<file path="config.mk">
export PLATFORM = sky130hd
export DESIGN_NAME = pipe_stall_ctrl_flat
export DESIGN_NICKNAME = d
export VERILOG_FILES = /design/src/rtl/pipe_stall_ctrl_pkg.sv /design/src/rtl/pipe_stall_ctrl_if.sv /design/src/rtl/mdu_busy_timer.sv /design/src/rtl/pipe_stall_ctrl.sv /design/src/flat_wrapper.sv
export SDC_FILE = /design/constraint.sdc
export NUM_CORES = 1
export LEC_CHECK = 0
export ABC_AREA = 1
export CAP_MARGIN = 20
export CORE_ASPECT_RATIO = 0.7
export CORE_MARGIN = 2
export CORE_UTILIZATION = 30
export DETAILED_ROUTE_END_ITERATION = 10
export HOLD_SLACK_MARGIN = 0.12
export PLACE_DENSITY_LB_ADDON = 0.2
export SETUP_SLACK_MARGIN = 0.02
export SLEW_MARGIN = 0
export SYNTH_ARGS = -nofsm -noshare
export SYNTH_HDL_FRONTEND = slang
export SYNTH_SLANG_ARGS = --single-unit
export TNS_END_PERCENT = 30
</file>
<file path="constraint.sdc">
create_clock -name clk -period 3.86 [get_ports clk]
set_input_delay 0.386 -clock clk [delete_from_list [all_inputs] [get_ports clk]]
set_output_delay 0.386 -clock clk [all_outputs]
set_load 0.01 [all_outputs]
</file>
<file path="src/rtl/pipe_stall_ctrl_pkg.sv">
// rtl/pipe_stall_ctrl_pkg.sv - shared encodings and helpers for the pipeline stall controller
// Purpose: Tuse/Tnew encodings, MDU latencies, sequencer state encoding,
//          and the per-source hazard test used by the top level.
// Ports:   none (package).
package pipe_stall_ctrl_pkg;

  // A source whose Tuse is 3 is not read by the instruction.
  localparam logic [1:0] TUSE_NONE  = 2'd3;
  // A producer whose Tnew is 0 already has its result ready for forwarding.
  localparam logic [1:0] TNEW_READY = 2'd0;

  localparam logic [3:0] MULT_CYCLES = 4'd5;
  localparam logic [3:0] DIV_CYCLES  = 4'd10;

  typedef enum logic {
    MD_IDLE = 1'b0,
    MD_BUSY = 1'b1
  } md_state_e;

  function automatic logic [3:0] md_cycles(input logic op);
    return op ? DIV_CYCLES : MULT_CYCLES;
  endfunction

  // A source must wait when a younger-than-needed producer writes the same
  // non-zero register. The TUSE_NONE/TNEW_READY terms never change the result
  // of tuse < tnew; they are kept so the intent reads directly from the code.
  function automatic logic src_hazard(input logic [4:0] src,
                                      input logic [1:0] tuse,
                                      input logic [4:0] dst,
                                      input logic [1:0] tnew);
    return (src != 5'd0) && (src == dst) && (tuse != TUSE_NONE) &&
           (tnew != TNEW_READY) && (tuse < tnew);
  endfunction

endpackage

</file>
<file path="src/rtl/pipe_stall_ctrl_if.sv">
// rtl/pipe_stall_ctrl_if.sv - requester/control bundle between pipeline and stall controller
// Purpose: groups the decode/execute/memory hazard inputs and the stall
//          controller outputs.
// Modports: master = pipeline side (drives hazard inputs, reads controls),
//           slave  = stall controller side.
interface pipe_stall_ctrl_if;

  logic [4:0]  D_rs;
  logic [4:0]  D_rt;
  logic [1:0]  D_tuse_rs;
  logic [1:0]  D_tuse_rt;
  logic        D_is_md;
  logic [4:0]  E_write_number;
  logic [4:0]  M_write_number;
  logic [1:0]  E_tnew;
  logic [1:0]  M_tnew;
  logic        E_md_start;
  logic        E_md_op;

  logic        F_en;
  logic        D_en;
  logic        E_clr;
  logic        md_busy;
  logic        md_done;
  logic        md_err;
  logic [15:0] stall_cnt;

  modport master (
    output D_rs, D_rt, D_tuse_rs, D_tuse_rt, D_is_md,
           E_write_number, M_write_number, E_tnew, M_tnew,
           E_md_start, E_md_op,
    input  F_en, D_en, E_clr, md_busy, md_done, md_err, stall_cnt
  );

  modport slave (
    input  D_rs, D_rt, D_tuse_rs, D_tuse_rt, D_is_md,
           E_write_number, M_write_number, E_tnew, M_tnew,
           E_md_start, E_md_op,
    output F_en, D_en, E_clr, md_busy, md_done, md_err, stall_cnt
  );

endinterface

</file>
<file path="src/rtl/mdu_busy_timer.sv">
// rtl/mdu_busy_timer.sv - multiply/divide unit busy sequencer
// Purpose: tracks MDU occupancy after a start in E, emits a one-cycle done
//          pulse on completion and a sticky error on a start while busy.
// Ports: clk, reset (async, active-low), start (MDU start in E),
//        op (0 = mult, 1 = div), busy (level), done (pulse), err (sticky).
module mdu_busy_timer
  import pipe_stall_ctrl_pkg::*;
(
  input  logic clk,
  input  logic reset,
  input  logic start,
  input  logic op,
  output logic busy,
  output logic done,
  output logic err
);

  md_state_e  state, state_nxt;
  logic [3:0] cnt, cnt_nxt;
  logic       done_nxt;
  logic       err_set;

  always_ff @(posedge clk or negedge reset) begin
    if (!reset) begin
      state <= MD_IDLE;
      cnt   <= 4'd0;
      done  <= 1'b0;
      err   <= 1'b0;
    end else begin
      state <= state_nxt;
      cnt   <= cnt_nxt;
      done  <= done_nxt;
      err   <= err | err_set;
    end
  end

  always_comb begin
    state_nxt = state;
    cnt_nxt   = cnt;
    done_nxt  = 1'b0;
    err_set   = 1'b0;
    case (state)
      MD_IDLE: begin
        if (start) begin
          state_nxt = MD_BUSY;
          cnt_nxt   = md_cycles(op);
        end
      end
      MD_BUSY: begin
        // A start here is dropped; the running operation keeps its count.
        err_set = start;
        if (cnt == 4'd1) begin
          state_nxt = MD_IDLE;
          cnt_nxt   = 4'd0;
          done_nxt  = 1'b1;
        end else begin
          cnt_nxt = cnt - 4'd1;
        end
      end
      default: begin
        state_nxt = MD_IDLE;
        cnt_nxt   = 4'd0;
      end
    endcase
  end

  always_comb begin
    busy = (state == MD_BUSY);
  end

endmodule

</file>
<file path="src/rtl/pipe_stall_ctrl.sv">
// rtl/pipe_stall_ctrl.sv - pipeline hazard detection and stall control
// Purpose: detects data hazards between D and E/M, MDU structural hazards,
//          drives the F/D enables and DE bubble, and counts stall cycles.
// Ports: clk, reset (async, active-low), bus (pipe_stall_ctrl_if.slave):
//        hazard inputs D_*/E_*/M_*, outputs F_en, D_en, E_clr, md_busy,
//        md_done, md_err, stall_cnt.
module pipe_stall_ctrl
  import pipe_stall_ctrl_pkg::*;
(
  input  logic              clk,
  input  logic              reset,
  pipe_stall_ctrl_if.slave  bus
);

  logic        data_stall;
  logic        md_stall;
  logic        stall;
  logic        md_busy;
  logic [15:0] stall_cnt;

  assign data_stall =
      src_hazard(bus.D_rs, bus.D_tuse_rs, bus.E_write_number, bus.E_tnew) |
      src_hazard(bus.D_rs, bus.D_tuse_rs, bus.M_write_number, bus.M_tnew) |
      src_hazard(bus.D_rt, bus.D_tuse_rt, bus.E_write_number, bus.E_tnew) |
      src_hazard(bus.D_rt, bus.D_tuse_rt, bus.M_write_number, bus.M_tnew);

  mdu_busy_timer u_mdu (
    .clk   (clk),
    .reset (reset),
    .start (bus.E_md_start),
    .op    (bus.E_md_op),
    .busy  (md_busy),
    .done  (bus.md_done),
    .err   (bus.md_err)
  );

  // The start in E occupies the MDU from the next edge, so an MD instruction
  // in D must already hold off in the start cycle.
  assign md_stall = bus.D_is_md & (md_busy | bus.E_md_start);
  assign stall    = data_stall | md_stall;

  // Reset releases the pipeline regardless of the hazard inputs.
  assign bus.F_en    = ~(stall & reset);
  assign bus.D_en    = ~(stall & reset);
  assign bus.E_clr   = stall & reset;
  assign bus.md_busy = md_busy;

  always_ff @(posedge clk or negedge reset) begin
    if (!reset) begin
      stall_cnt <= 16'd0;
    end else if (stall && (stall_cnt != 16'hFFFF)) begin
      stall_cnt <= stall_cnt + 16'd1;
    end
  end

  assign bus.stall_cnt = stall_cnt;

endmodule

</file>
<file path="src/flat_wrapper.sv">
// flat-port wrapper written by rule: the top's interface ports become plain ports
module pipe_stall_ctrl_flat import pipe_stall_ctrl_pkg::*;
  (clk, reset, bus_D_rs, bus_D_rt, bus_D_tuse_rs, bus_D_tuse_rt, bus_D_is_md, bus_E_write_number, bus_M_write_number, bus_E_tnew, bus_M_tnew, bus_E_md_start, bus_E_md_op, bus_F_en, bus_D_en, bus_E_clr, bus_md_busy, bus_md_done, bus_md_err, bus_stall_cnt);
  pipe_stall_ctrl_if bus_i ();
  input  logic clk;
  input  logic reset;
  input wire logic [$bits(bus_i.D_rs)-1:0] bus_D_rs;
  input wire logic [$bits(bus_i.D_rt)-1:0] bus_D_rt;
  input wire logic [$bits(bus_i.D_tuse_rs)-1:0] bus_D_tuse_rs;
  input wire logic [$bits(bus_i.D_tuse_rt)-1:0] bus_D_tuse_rt;
  input wire logic [$bits(bus_i.D_is_md)-1:0] bus_D_is_md;
  input wire logic [$bits(bus_i.E_write_number)-1:0] bus_E_write_number;
  input wire logic [$bits(bus_i.M_write_number)-1:0] bus_M_write_number;
  input wire logic [$bits(bus_i.E_tnew)-1:0] bus_E_tnew;
  input wire logic [$bits(bus_i.M_tnew)-1:0] bus_M_tnew;
  input wire logic [$bits(bus_i.E_md_start)-1:0] bus_E_md_start;
  input wire logic [$bits(bus_i.E_md_op)-1:0] bus_E_md_op;
  output wire logic [$bits(bus_i.F_en)-1:0] bus_F_en;
  output wire logic [$bits(bus_i.D_en)-1:0] bus_D_en;
  output wire logic [$bits(bus_i.E_clr)-1:0] bus_E_clr;
  output wire logic [$bits(bus_i.md_busy)-1:0] bus_md_busy;
  output wire logic [$bits(bus_i.md_done)-1:0] bus_md_done;
  output wire logic [$bits(bus_i.md_err)-1:0] bus_md_err;
  output wire logic [$bits(bus_i.stall_cnt)-1:0] bus_stall_cnt;
  assign bus_i.D_rs = bus_D_rs;
  assign bus_i.D_rt = bus_D_rt;
  assign bus_i.D_tuse_rs = bus_D_tuse_rs;
  assign bus_i.D_tuse_rt = bus_D_tuse_rt;
  assign bus_i.D_is_md = bus_D_is_md;
  assign bus_i.E_write_number = bus_E_write_number;
  assign bus_i.M_write_number = bus_M_write_number;
  assign bus_i.E_tnew = bus_E_tnew;
  assign bus_i.M_tnew = bus_M_tnew;
  assign bus_i.E_md_start = bus_E_md_start;
  assign bus_i.E_md_op = bus_E_md_op;
  assign bus_F_en = bus_i.F_en;
  assign bus_D_en = bus_i.D_en;
  assign bus_E_clr = bus_i.E_clr;
  assign bus_md_busy = bus_i.md_busy;
  assign bus_md_done = bus_i.md_done;
  assign bus_md_err = bus_i.md_err;
  assign bus_stall_cnt = bus_i.stall_cnt;
  pipe_stall_ctrl u_core (.clk(clk), .reset(reset), .bus(bus_i));
endmodule
</file>
## Yosys cells after proc, flatten, opt, wreduce, memory -nomap -nowiden

Index checks and enable logic that the tools add are counted.

- Register bits: 23
- Word-level logic and storage cells: 61
- Output and inout bits: 22

- Bitwise logic cells: 10
- $lt $le $gt $ge: 4
- Equal/unequal tests: 9
- Add/subtract/negate cells: 2
- Multiplexer cells: 10
- Reductions and logical operators: 21

Operator list:

| operator | count |
|---|---|
| 5-bit == test | 4 |
| 1-bit logical AND | 17 |
| 16-bit by 1-bit adder with 16-bit output, second input constant | 1 |
| 16-bit inequality test, second input constant | 1 |
| 4-bit two-way mux | 3 |
| 5-bit nonzero test | 2 |
| 2-bit less-than comparator | 4 |
| 4-bit case mux with 2 select lines | 1 |
| 2-bit inequality test, second input constant | 3 |
| 1-bit bitwise OR | 6 |
| 1-bit two-way mux | 5 |
| 4-bit by 1-bit == test with 1-bit output, second input constant | 1 |
| 2-bit nonzero test | 2 |
| 4-bit by 1-bit subtractor with 4-bit output, second input constant | 1 |
| 1-bit bitwise AND | 2 |
| 1-bit NOT | 2 |
| 1-bit case mux with 2 select lines | 1 |

## Logic depth before layout (Yosys ltp)

Gate-level depths: netlist of run 1.

- Word-level depth: 11
- Mapped depth: 14

## Cells and area by module

From an unflattened synthesis of run 1, not the netlist that was laid out.

- Cells, all modules: 290
- Area total of the unflattened synthesis: 1899.3 um^2

Modules (own cells, without submodules):

| module | instances | cells an instance | sequential area each (um^2) | area each (um^2) |
|---|---|---|---|---|
| pipe_stall_ctrl | 1 | 243 | 400.4 | 1532.7 |
| mdu_busy_timer | 1 | 47 | 175.2 | 366.6 |

## Least setup slack after synthesis of run 1

OpenSTA, ideal clock, no wires.

- Kind: input to output
- From: input bus_E_tnew[1]
- To: output bus_F_en
- Arrival: 1.504 ns
- Slack: 1.970 ns
- Buffers on the path: 1
- Data required time: 3.474 ns
- Stages on the path: 10
- Cell sequence: inv_1 -> ha_1 -> a21boi_0 -> nor2_1 -> nand2_1 -> nand2_1 -> nand2_1 -> nand3_2 -> nand2_1 -> buf_4

- Longest elaborated chain between the ends: 9
- Elaborated cells between the ends (all ways): 13

RTL lines:

| element | line | source |
|---|---|---|
| start: declaration | flat_wrapper.sv:14 | `input wire logic [$bits(bus_i.E_tnew)-1:0] bus_E_tnew;` |
| branches (longest 4 deep; another with 2-bit less-than comparator) | -- |  |
| 1-bit bitwise OR * | pipe_stall_ctrl.sv:23 | `src_hazard(bus.D_rs, bus.D_tuse_rs, bus.M_write_number, bus.M_tnew) \|` |
| 1-bit bitwise OR * | pipe_stall_ctrl.sv:24 | `src_hazard(bus.D_rt, bus.D_tuse_rt, bus.E_write_number, bus.E_tnew) \|` |
| 1-bit bitwise OR * | pipe_stall_ctrl.sv:40 | `assign stall = data_stall \| md_stall;` |
| 1-bit bitwise AND * | -- |  |
| 1-bit NOT * | -- |  |
| end: declaration | flat_wrapper.sv:18 | `output wire logic [$bits(bus_i.F_en)-1:0] bus_F_en;` |

Mark *: on every way between the ends.

## Worst setup path in the final report of run 1

- From: input bus_M_tnew[1]
- To: output bus_E_clr

- Longest elaborated chain between the ends: 8
- Elaborated cells between the ends (all ways): 12

RTL lines:

| element | line | source |
|---|---|---|
| start: declaration | flat_wrapper.sv:15 | `input wire logic [$bits(bus_i.M_tnew)-1:0] bus_M_tnew;` |
| branches (longest 5 deep; another with 2-bit less-than comparator) | -- |  |
| 1-bit bitwise OR * | pipe_stall_ctrl.sv:24 |  |
| 1-bit bitwise OR * | pipe_stall_ctrl.sv:40 |  |
| 1-bit bitwise AND * | pipe_stall_ctrl.sv:45 | `assign bus.E_clr = stall & reset;` |
| end: declaration | flat_wrapper.sv:20 | `output wire logic [$bits(bus_i.E_clr)-1:0] bus_E_clr;` |

Marks and branches as above.

==> summary.txt, run 1 <==
Route
  – Routed vias/inst: 4.53
  – Initial DRC count: 147
  – Via count: 1865
  – Routed Antenna Nets: 0
  – WL/cell: 11.8 µm
  – DRC Markers: 0
  – WL final: 4880 µm
  – Drt pass-1 iters: 4

Critical path
  – Reg2reg path depth: 7
  – CP Cell Sequence: clkdlybuf4s50_1, inv_1, ha_1, a21boi_0, nor2_1, nand3_1, nand2_1, nand2_1, nand3_2, nand2_1, inv_1, clkdlybuf4s50_1
  – Startpoint class of the critical path: input port
  – Max incr delay on CP: 0.54 ns
  – Reg2Reg Setup Slack: 1.56 ns
  – Worst r2r src: u_core.bus.stall_cnt[0]
  – Crit Path Category: input port to output pin
  – Most frequent cell on the critical path: nand2_1
  – Slowest library cell on the worst path: clkdlybuf4s50_1
  – CP Capture Type: output pin
  – FF-to-FF End: u_core.bus.stall_cnt[5]
  – Crit path DAT: 2.43 ns
  – Worst EP required: 3.47 ns
  – Worst-path maximum fanout: 3
  – Worst Setup SP: bus_M_tnew[1]

Synth
  – Sequential-to-total area share from yosys stat: 30.9%
  – Ys Warns: 0
  – Average size of a mapped cell: 6.60 µm²
  – Mapped Cells: 282
  – Synth Register Bits: 23
  – Syn Std Cell Area: 1860 µm²
  – Synth Net Count: 322
  – Unique masters post-synth: 26

Power
  – Maximum VDD drop: 0.163 mV
  – Pwr dens: 359 nW/µm²
  – P_leak: 0.00126 µW

Die
  – Core area: 5840 µm²
  – Die height: 69.9 µm
  – Die area: 6860 µm²
  – Num rows: 23
  – Io pins: 55
  – Die Width: 98.1 µm
  – Initial Util: 31.8%

Cells and area
  – # diodes: 0
  – Most common cell after layout, fill and taps aside: nand2_1
  – Final nets: 378
  – Most frequent cells in the layout: nand2_1, clkdlybuf4s50_1, inv_1
  – Layout cells sized above 1: 2.97%
  – Area Overhead vs Synth: 35.7%

Worst hold path
  – Hold Path Class: input port to asynchronous set/reset pin

Placement
  – Gpl congestion: 0.906
  – DP HPWL: 3960 µm
  – Pre-CTS WS: 1.04 ns
  – Port Buffers: 54

Timing
  – Actual slew at the worst max-slew pin: 0.483 ns
  – RSZ-0062 raised after global routing: no
  – Rel. slew slack: 67.7%
  – Fin Setup TNS: 0 ns
  – Final worst path period share: 72.9%
  – Endpoints failing hold: 0
  – Final setup violation count: 0
  – Final min period: 2.81 ns
  – Final Max Slew Viols: 0
  – Post-route worst setup slack: 1.05 ns
  – Maximum clock frequency: 0.355 GHz
  – Layout Skew: 0.00783 ns

CTS
  – CTS root buffer: clkbuf_8
  – Clock Latency Late Sink: 0.27 ns
  – Resize count post-CTS: 0
  – Sink Count: 23
  – Reg clk slew, reported paths: 0.09 ns
  – TritonCTS Buffers: 3
  – CTS tree: built
  – Post-CTS setup buffers: 0
  – Deepest clock path buffer count: 2
  – Hold Buf Count CTS: 0
  – H-tree depth: 1

Global route
  – Global-route usage over all layers: 15.0%
  – First-pass GRT wire length: 8410 µm
  – Pin count of the biggest net entering global routing: 25
  – GR Overflow Total: 0
  – Initial antenna violation count: 0
  – Number of global-route vias before repair: 1729

Job
  – Max-Cap Viols: 0

Outcome
  – Outcome: complete, no violations
-- critical path: cells and delay by family --
| kind | cells | cell delay (ns) |
|---|---|---|
| AND/OR/NAND/NOR | 6 | 0.47 |
| buffers and inverters | 4 | 1.16 |
| adder cells (fa/ha/maj) | 1 | 0.28 |
| AO/OA/AOI/OAI | 1 | 0.12 |
-- cell type report --
class / instances / area, µm²
fill: 600 / 3320
multi-input combinational: 217 / 1110
sequential: 23 / 576
timing repair buffer: 56 / 556
inverter: 37 / 139
tap: 75 / 93.8
clock buffer: 3 / 41.3
clock inverter: 1 / 5.00
-- synthesized netlist by cell type, drive strengths merged --
| master | instances | area [µm²] |
|---|---|---|
| nor4 | 2 | 18.8 |
| o21bai | 1 | 7.51 |
| xor2 | 13 | 114 |
| inv | 37 | 139 |
| ha | 7 | 87.6 |
| nor3 | 8 | 40.0 |
| a21oi | 2 | 10.0 |
| dfrtp | 23 | 576 |
| nand2 | 103 | 389 |
| nand4 | 5 | 37.5 |
| o31ai | 1 | 7.51 |
| o21ai | 3 | 15.0 |
| clkbuf | 2 | 7.51 |
| a22oi | 2 | 15.0 |
| nand3 | 25 | 130 |
| a21boi | 3 | 22.5 |
| buf | 3 | 23.8 |
| o22ai | 1 | 6.26 |
| xnor2 | 12 | 105 |
| nor2 | 29 | 109 |
-- routing by layer --
| metal | routed length, µm | GRT usage [%] | vias up |
|---|---|---|---|
| li1 | - | - | 992 |
| met1 | 2660 | 24.3 | 811 |
| met2 | 1790 | 19.6 | 60 |
| met3 | 407 | 3.70 | 2 |
| met4 | 21 | 2.62 | 0 |
| met5 | 0 | 0 | - |
-- kinds of logic (layout without fill, tap and decap cells) --
| family | Yosys count | in the layout | synth area share, % |
|---|---|---|---|
| AND/OR/NAND/NOR | 172 | 172 | 38.9 |
| buffers and inverters | 42 | 97 | 9.15 |
| adder cells (fa/ha/maj) | 7 | 7 | 4.71 |
| XOR/XNOR | 25 | 25 | 11.8 |
| flip-flops | 23 | 23 | 30.9 |
| AO/OA/AOI/OAI | 13 | 13 | 4.51 |
-- through the flow --
stage          instance area (µm²)  total power, µW  cells  hold WS, ns  utilization (%)
2_1_floorplan                 1860              584    282       0.0904                -
5_1_grt                       2520              995    412        0.504             43.2
4_1_cts                       2520              920    412        0.474             43.2
6_report                      2520              907    412        0.462             43.2
3_5_place_dp                  2480              763    408        0.464             42.4
3_3_place_gp                  2480              758    408        0.464             42.4
-- report_power, final --
part / internal, µW / switching (µW) / leakage, µW
clock network: 72.2 / 81.6 / 0.0000255
registers: 296 / 66.4 / 0.000297
logic: 194 / 197 / 0.000936
-- flip-flops by register name, indices dropped and copies added (netlist names) --
signal and count:
u_core.bus.stall_cnt 16, u_core.u_mdu.busy 1, u_core.u_mdu.cnt 4, u_core.u_mdu.done 1
u_core.u_mdu.err 1
-- worst max-delay path by stage --
stage	to	slack (ns)
after floorplan	bus_F_en	1.97
after global placement	bus_E_clr	1.11
after detailed placement	bus_E_clr	1.04
after CTS	bus_E_clr	1.03
after global routing	bus_E_clr	0.91
final	bus_E_clr	1.05
Note: power is estimated with default switching activity, not from simulation.
==> run 2: changes to the inputs <==
==> constraint.sdc (replaced) <==
create_clock -name clk -period 2.4 [get_ports clk]
set_input_delay 0.24 -clock clk [delete_from_list [all_inputs] [get_ports clk]]
set_output_delay 0.24 -clock clk [all_outputs]
set_load 0.01 [all_outputs]
==> run 2 against run 1 <==
- final cell count grew 0.49%
- die area unchanged
- sequential power is 61% higher
- critical path depth stayed put
- largest cell class unchanged
==> summary.txt, run 2 (synthesis results as in run 1) <==
Placement
  – Gpl congestion: 0.949
  – Pre-CTS WS: -0.0654 ns
  – DP HPWL: 3980 µm
  – Port Buffers: 54
  – DP Cell Count: 410

Route
  – WL/cell: 12.1 µm
  – Routed Antenna Nets: 0
  – Initial DRC count: 134
  – Drt pass-1 iters: 4
  – WL final: 4990 µm
  – DRC Markers: 0
  – Via count: 1883
  – Routed vias/inst: 4.55

Timing
  – Final Max Slew Viols: 0
  – Layout Skew: 0.00602 ns
  – Final min period: 2.19 ns
  – Final worst path period share: 91.2%
  – Actual slew at the worst max-slew pin: 0.453 ns
  – Final setup violation count: 0
  – Endpoints failing hold: 0
  – Maximum clock frequency: 0.457 GHz
  – RSZ-0062 raised after global routing: no
  – Hold Slack: 0.401 ns
  – Post-route worst setup slack: 0.211 ns
  – Rel. slew slack: 69.5%

Worst hold path
  – Hold Path Class: input port to asynchronous set/reset pin

Die
  – Die Width: 98.1 µm
  – Die height: 69.9 µm
  – Die area: 6860 µm²
  – Initial Util: 31.8%
  – Io pins: 55
  – Num rows: 23
  – Core area: 5840 µm²

Cells and area
  – Filler instances: 621
  – Largest regs: u_core.bus.stall_cnt: 16 flops, u_core.u_mdu.cnt: 4 flops
  – Max reg flops: 16
  – Layout cells sized above 1: 3.54%
  – Area Overhead vs Synth: 36.3%
  – # diodes: 0
  – Most common cell after layout, fill and taps aside: nand2_1
  – Final nets: 380
  – Most frequent cells in the layout: nand2_1, clkdlybuf4s50_1, inv_1
  – Layout Utilization: 43.4%
  – Fin cells: 414
  – Reg with most FFs: u_core.bus.stall_cnt

Critical path
  – FF-to-FF End: u_core.bus.stall_cnt[3]
  – Worst r2r src: u_core.bus.stall_cnt[0]
  – Crit path DAT: 1.95 ns
  – Reg2Reg Setup Slack: 0.49 ns
  – Startpoint class of the critical path: input port
  – Slowest library cell on the worst path: clkdlybuf4s50_1
  – Reg2reg path depth: 7
  – Worst Setup SP: bus_E_tnew[1]
  – Crit Path Category: input port to output pin
  – Most frequent cell on the critical path: nand2_1
  – Critical path capture point: bus_E_clr
  – Worst-path maximum fanout: 3
  – CP Capture Type: output pin
  – Max incr delay on CP: 0.47 ns
  – Worst EP required: 2.16 ns
  – CP Cell Sequence: clkdlybuf4s50_1, inv_1, ha_1, a21boi_0, nor2_1, nand2_1, nand2_1, nand2_1, nand3_2, nand2_1, inv_1, dlygate4sd2_1

CTS
  – Reg clk slew, reported paths: 0.09 ns
  – CTS tree: built
  – Post-CTS setup buffers: 0
  – Sink Count: 23
  – H-tree depth: 1
  – TritonCTS Buffers: 3
  – Clock Latency Late Sink: 0.27 ns
  – CTS root buffer: clkbuf_8
  – Deepest clock path buffer count: 2

Global route
  – Pin count of the biggest net entering global routing: 24
  – First-pass GRT wire length: 8400 µm
  – Number of global-route vias before repair: 1754
  – GR Overflow Total: 0
  – Global-route usage over all layers: 15.0%
  – Initial antenna violation count: 0

Power
  – Maximum VDD drop: 0.235 mV
  – P_leak: 0.00127 µW
  – Pwr dens: 575 nW/µm²

Job
  – Max-Cap Viols: 0

Outcome
  – Outcome: complete, no violations
[run 2: metrics by stage]
step	area, µm²	power (µW)	TNS (ns)
2_1_floorplan	1860	940	0
3_3_place_gp	2490	1220	-0.0588
3_5_place_dp	2490	1220	-0.147
4_1_cts	2540	1470	0
5_1_grt	2540	1600	0
6_report	2540	1460	0
[run 2: repair_timing]
item | CTS | global route
hold buffers | 0 | 0
resized for setup | 3 | 0
endpoints found under the hold margin | 0 | 0
setup endpoints to repair | 3 | 0
[run 2: worst min-delay path by stage]
| stage | startpoint | endpoint | slack, ns | cells after the start |
|---|---|---|---|---|
| after floorplan | reset | u_core.bus.stall_cnt[0] | -0.06 | 0 |
| after detailed placement | u_core.u_mdu.err | u_core.u_mdu.err | 0.46 | 1 |
| after global routing | reset | u_core.u_mdu.done | 0.46 | 2 |
| final | reset | u_core.u_mdu.done | 0.40 | 2 |
| after CTS | reset | u_core.u_mdu.busy | 0.42 | 2 |
| after global placement | u_core.u_mdu.err | u_core.u_mdu.err | 0.46 | 1 |
[run 2: where the power goes]
| group | switching, µW | internal [µW] | total [µW] |
|---|---|---|---|
| clock | 134 | 116 | 250 |
| sequential | 107 | 476 | 583 |
| combinational | 313 | 311 | 624 |
[run 2: final cells by class]
type | count | area [µm²] | share of cell area [%]
multi-input cells | 217 | 1110 | 44.0
flip-flops and latches | 23 | 576 | 22.7
repair buffers | 58 | 567 | 22.3
inverters | 37 | 139 | 5.48
well taps | 75 | 93.8 | 3.70
clock buffers | 3 | 41.3 | 1.63
clock inverters | 1 | 5.00 | 0.197
[run 2: critical path: cells and delay by family]
kind	cells	cell delay, ns
adders and majority gates	1	0.27
buffers and inverters	4	0.84
AOI/OAI and AO/OA	1	0.17
and+or+nand+nor	6	0.43
[run 2: routing by layer]
layer | track usage, % | wire length [µm] | share of wire (%)
met4 | 2.93 | 43 | 0.86
met5 | 0 | 0 | 0
met3 | 3.30 | 332 | 6.7
met2 | 19.9 | 1860 | 37
met1 | 24.2 | 2760 | 55
==> run 3: changes to the inputs <==
--- a/config.mk
+++ b/config.mk
@@ -14,6 +14,7 @@
 export HOLD_SLACK_MARGIN = 0.12
 export PLACE_DENSITY_LB_ADDON = 0.2
 export SETUP_SLACK_MARGIN = 0.02
+export SKIP_LAST_GASP = 1
 export SLEW_MARGIN = 0
 export SYNTH_ARGS = -nofsm -noshare
 export SYNTH_HDL_FRONTEND = slang
==> run 3 against run 2 <==
- the flow now finishes with violations (negative setup slack)
- worst setup slack got worse by 0.25 ns
- combinational power about the same
- core utilization increased by 0.086 points
- hold slack about the same
- total power increased by 0.24%
- fmax decreased by 10%
- non-clock buffer count unchanged
- register-to-register slack about the same
- sequential cell count unchanged
- design area increased by 0.20%
- first-iteration DRC count increased by 16%
- largest power group unchanged
==> summary.txt, run 3 (synthesis results as in run 1) <==
Placement
  – Gpl congestion: 0.949
  – DP HPWL: 3980 µm
  – Port Buffers: 54
  – Pre-CTS WS: -0.0654 ns

Route
  – Routed Antenna Nets: 0
  – Via count: 1895
  – WL final: 5030 µm
  – Drt pass-1 iters: 4
  – Initial DRC count: 156
  – WL/cell: 12.2 µm
  – DRC Markers: 0
  – Routed vias/inst: 4.58

Global route
  – Initial antenna violation count: 0
  – Met2 usage in global routing: 19.8%
  – Number of global-route vias before repair: 1753
  – Met3 Resource Use GR: 3.30%
  – Top Usage Layer GRT: met1
  – Met1 usage: 24.2%
  – Global-route usage over all layers: 14.9%
  – GR Overflow Total: 0
  – Pin count of the biggest net entering global routing: 24
  – First-pass GRT wire length: 8380 µm

Outcome
  – Failing checks: negative setup slack
  – Outcome: complete, but fails checks

Critical path
  – Crit Path Category: input port to output pin
  – Crit path DAT: 2.20 ns
  – Worst-path maximum fanout: 3
  – Worst EP required: 2.16 ns
  – CP Capture Type: output pin
  – Startpoint class of the critical path: input port

Power
  – Pwr dens: 575 nW/µm²
  – P_leak: 0.00128 µW
  – Maximum VDD drop: 0.234 mV
  – Total power: 1460 µW

Die
  – Die height: 69.9 µm
  – Core area: 5840 µm²
  – Num rows: 23
  – Initial Util: 31.8%
  – Die area: 6860 µm²
  – Io pins: 55
  – Die Width: 98.1 µm

Cells and area
  – Most common cell after layout, fill and taps aside: nand2_1
  – Most frequent cells in the layout: nand2_1, clkdlybuf4s50_1, inv_1
  – Max reg flops: 16
  – Area Overhead vs Synth: 36.6%
  – Reg with most FFs: u_core.bus.stall_cnt
  – Largest regs: u_core.bus.stall_cnt: 16 flops, u_core.u_mdu.cnt: 4 flops
  – # diodes: 0
  – Layout cells sized above 1: 3.54%
  – Final nets: 380

Timing
  – Hold Slack: 0.401 ns
  – Final min period: 2.44 ns
  – Post-route worst setup slack: -0.0376 ns
  – Layout Skew: 0.00472 ns
  – Endpoints failing hold: 0
  – Final worst path period share: 102%
  – Actual slew at the worst max-slew pin: 0.490 ns
  – Final setup violation count: 1
  – RSZ-0062 raised after global routing: yes
  – Maximum clock frequency: 0.410 GHz
  – Final Max Slew Viols: 0
  – Rel. slew slack: 67.0%

CTS
  – Sink Count: 23
  – CTS tree: built
  – H-tree depth: 1
  – TritonCTS Buffers: 3
  – CTS root buffer: clkbuf_8
  – Clock Latency Late Sink: 0.27 ns
  – Post-CTS setup buffers: 0
  – Reg clk slew, reported paths: 0.09 ns
  – Hold Buf Count CTS: 0
  – Deepest clock path buffer count: 2

Worst hold path
  – Hold Path Class: input port to asynchronous set/reset pin

Job
  – Max-Cap Viols: 0
-- run 3: path summary, 6_finish.rpt --
check | startpoint | endpoint | slack [ns] | cells after the start
worst min-delay path | reset | u_core.u_mdu.done | 0.40 | 2
worst max register to register | u_core.bus.stall_cnt[0] | u_core.bus.stall_cnt[3] | 0.50 | 7
worst max-delay path | bus_E_tnew[1] | bus_F_en | -0.04 | 11
min in group clk | u_core.u_mdu.err | u_core.u_mdu.err | 0.48 | 1
worst min register to register | u_core.u_mdu.err | u_core.u_mdu.err | 0.48 | 1
max in group asynchronous | reset | u_core.bus.stall_cnt[13] | 1.76 | 2
-- run 3: power by group --
part / internal [µW] / switching (µW)
Combinational: 313 / 314
Clock: 116 / 135
Sequential: 476 / 108
-- run 3: metrics by stage --
step                std cells  util (%)  instance area, µm²  setup TNS, ns
floorplan                 282         -                1860              0
global placement          410      42.7                2490        -0.0588
detailed placement        410      42.7                2490         -0.147
CTS                       414      43.5                2540        -0.0934
global route              414      43.5                2540         -0.207
finish                    414      43.5                2540        -0.0376
-- run 3: layer usage --
metal	routed length (µm)	part of all wire, %	vias up
met4	43	0.85	0
met5	0	0	-
met2	1870	37	69
li1	-	-	996
met1	2720	54	825
met3	392	7.8	5
-- run 3: worst max-delay path, cell delays in order --
cell,delay (ns)
clkdlybuf4s50_1,0.47
inv_1,0.06
ha_1,0.27
a21boi_0,0.17
nor2_1,0.07
nand2_1,0.06
nand2_1,0.05
nand2_1,0.07
nand3_2,0.08
nand2_1,0.11
clkdlybuf4s50_1,0.55
-- run 3: final cells by class --
type / count / area, µm²
Tap cell: 75 / 93.8
Inverter: 37 / 139
Fill cell: 620 / 3300
Multi-Input combinational cell: 217 / 1110
Sequential cell: 23 / 576
Clock inverter: 1 / 5.00
Timing Repair Buffer: 58 / 572
Clock buffer: 3 / 41.3
-- run 3: timing repair --
action,4_1_cts,5_1_grt
hold endpoints to repair,0,0
gates resized for setup,1,1
setup endpoints to repair,3,2
cloned,0,0
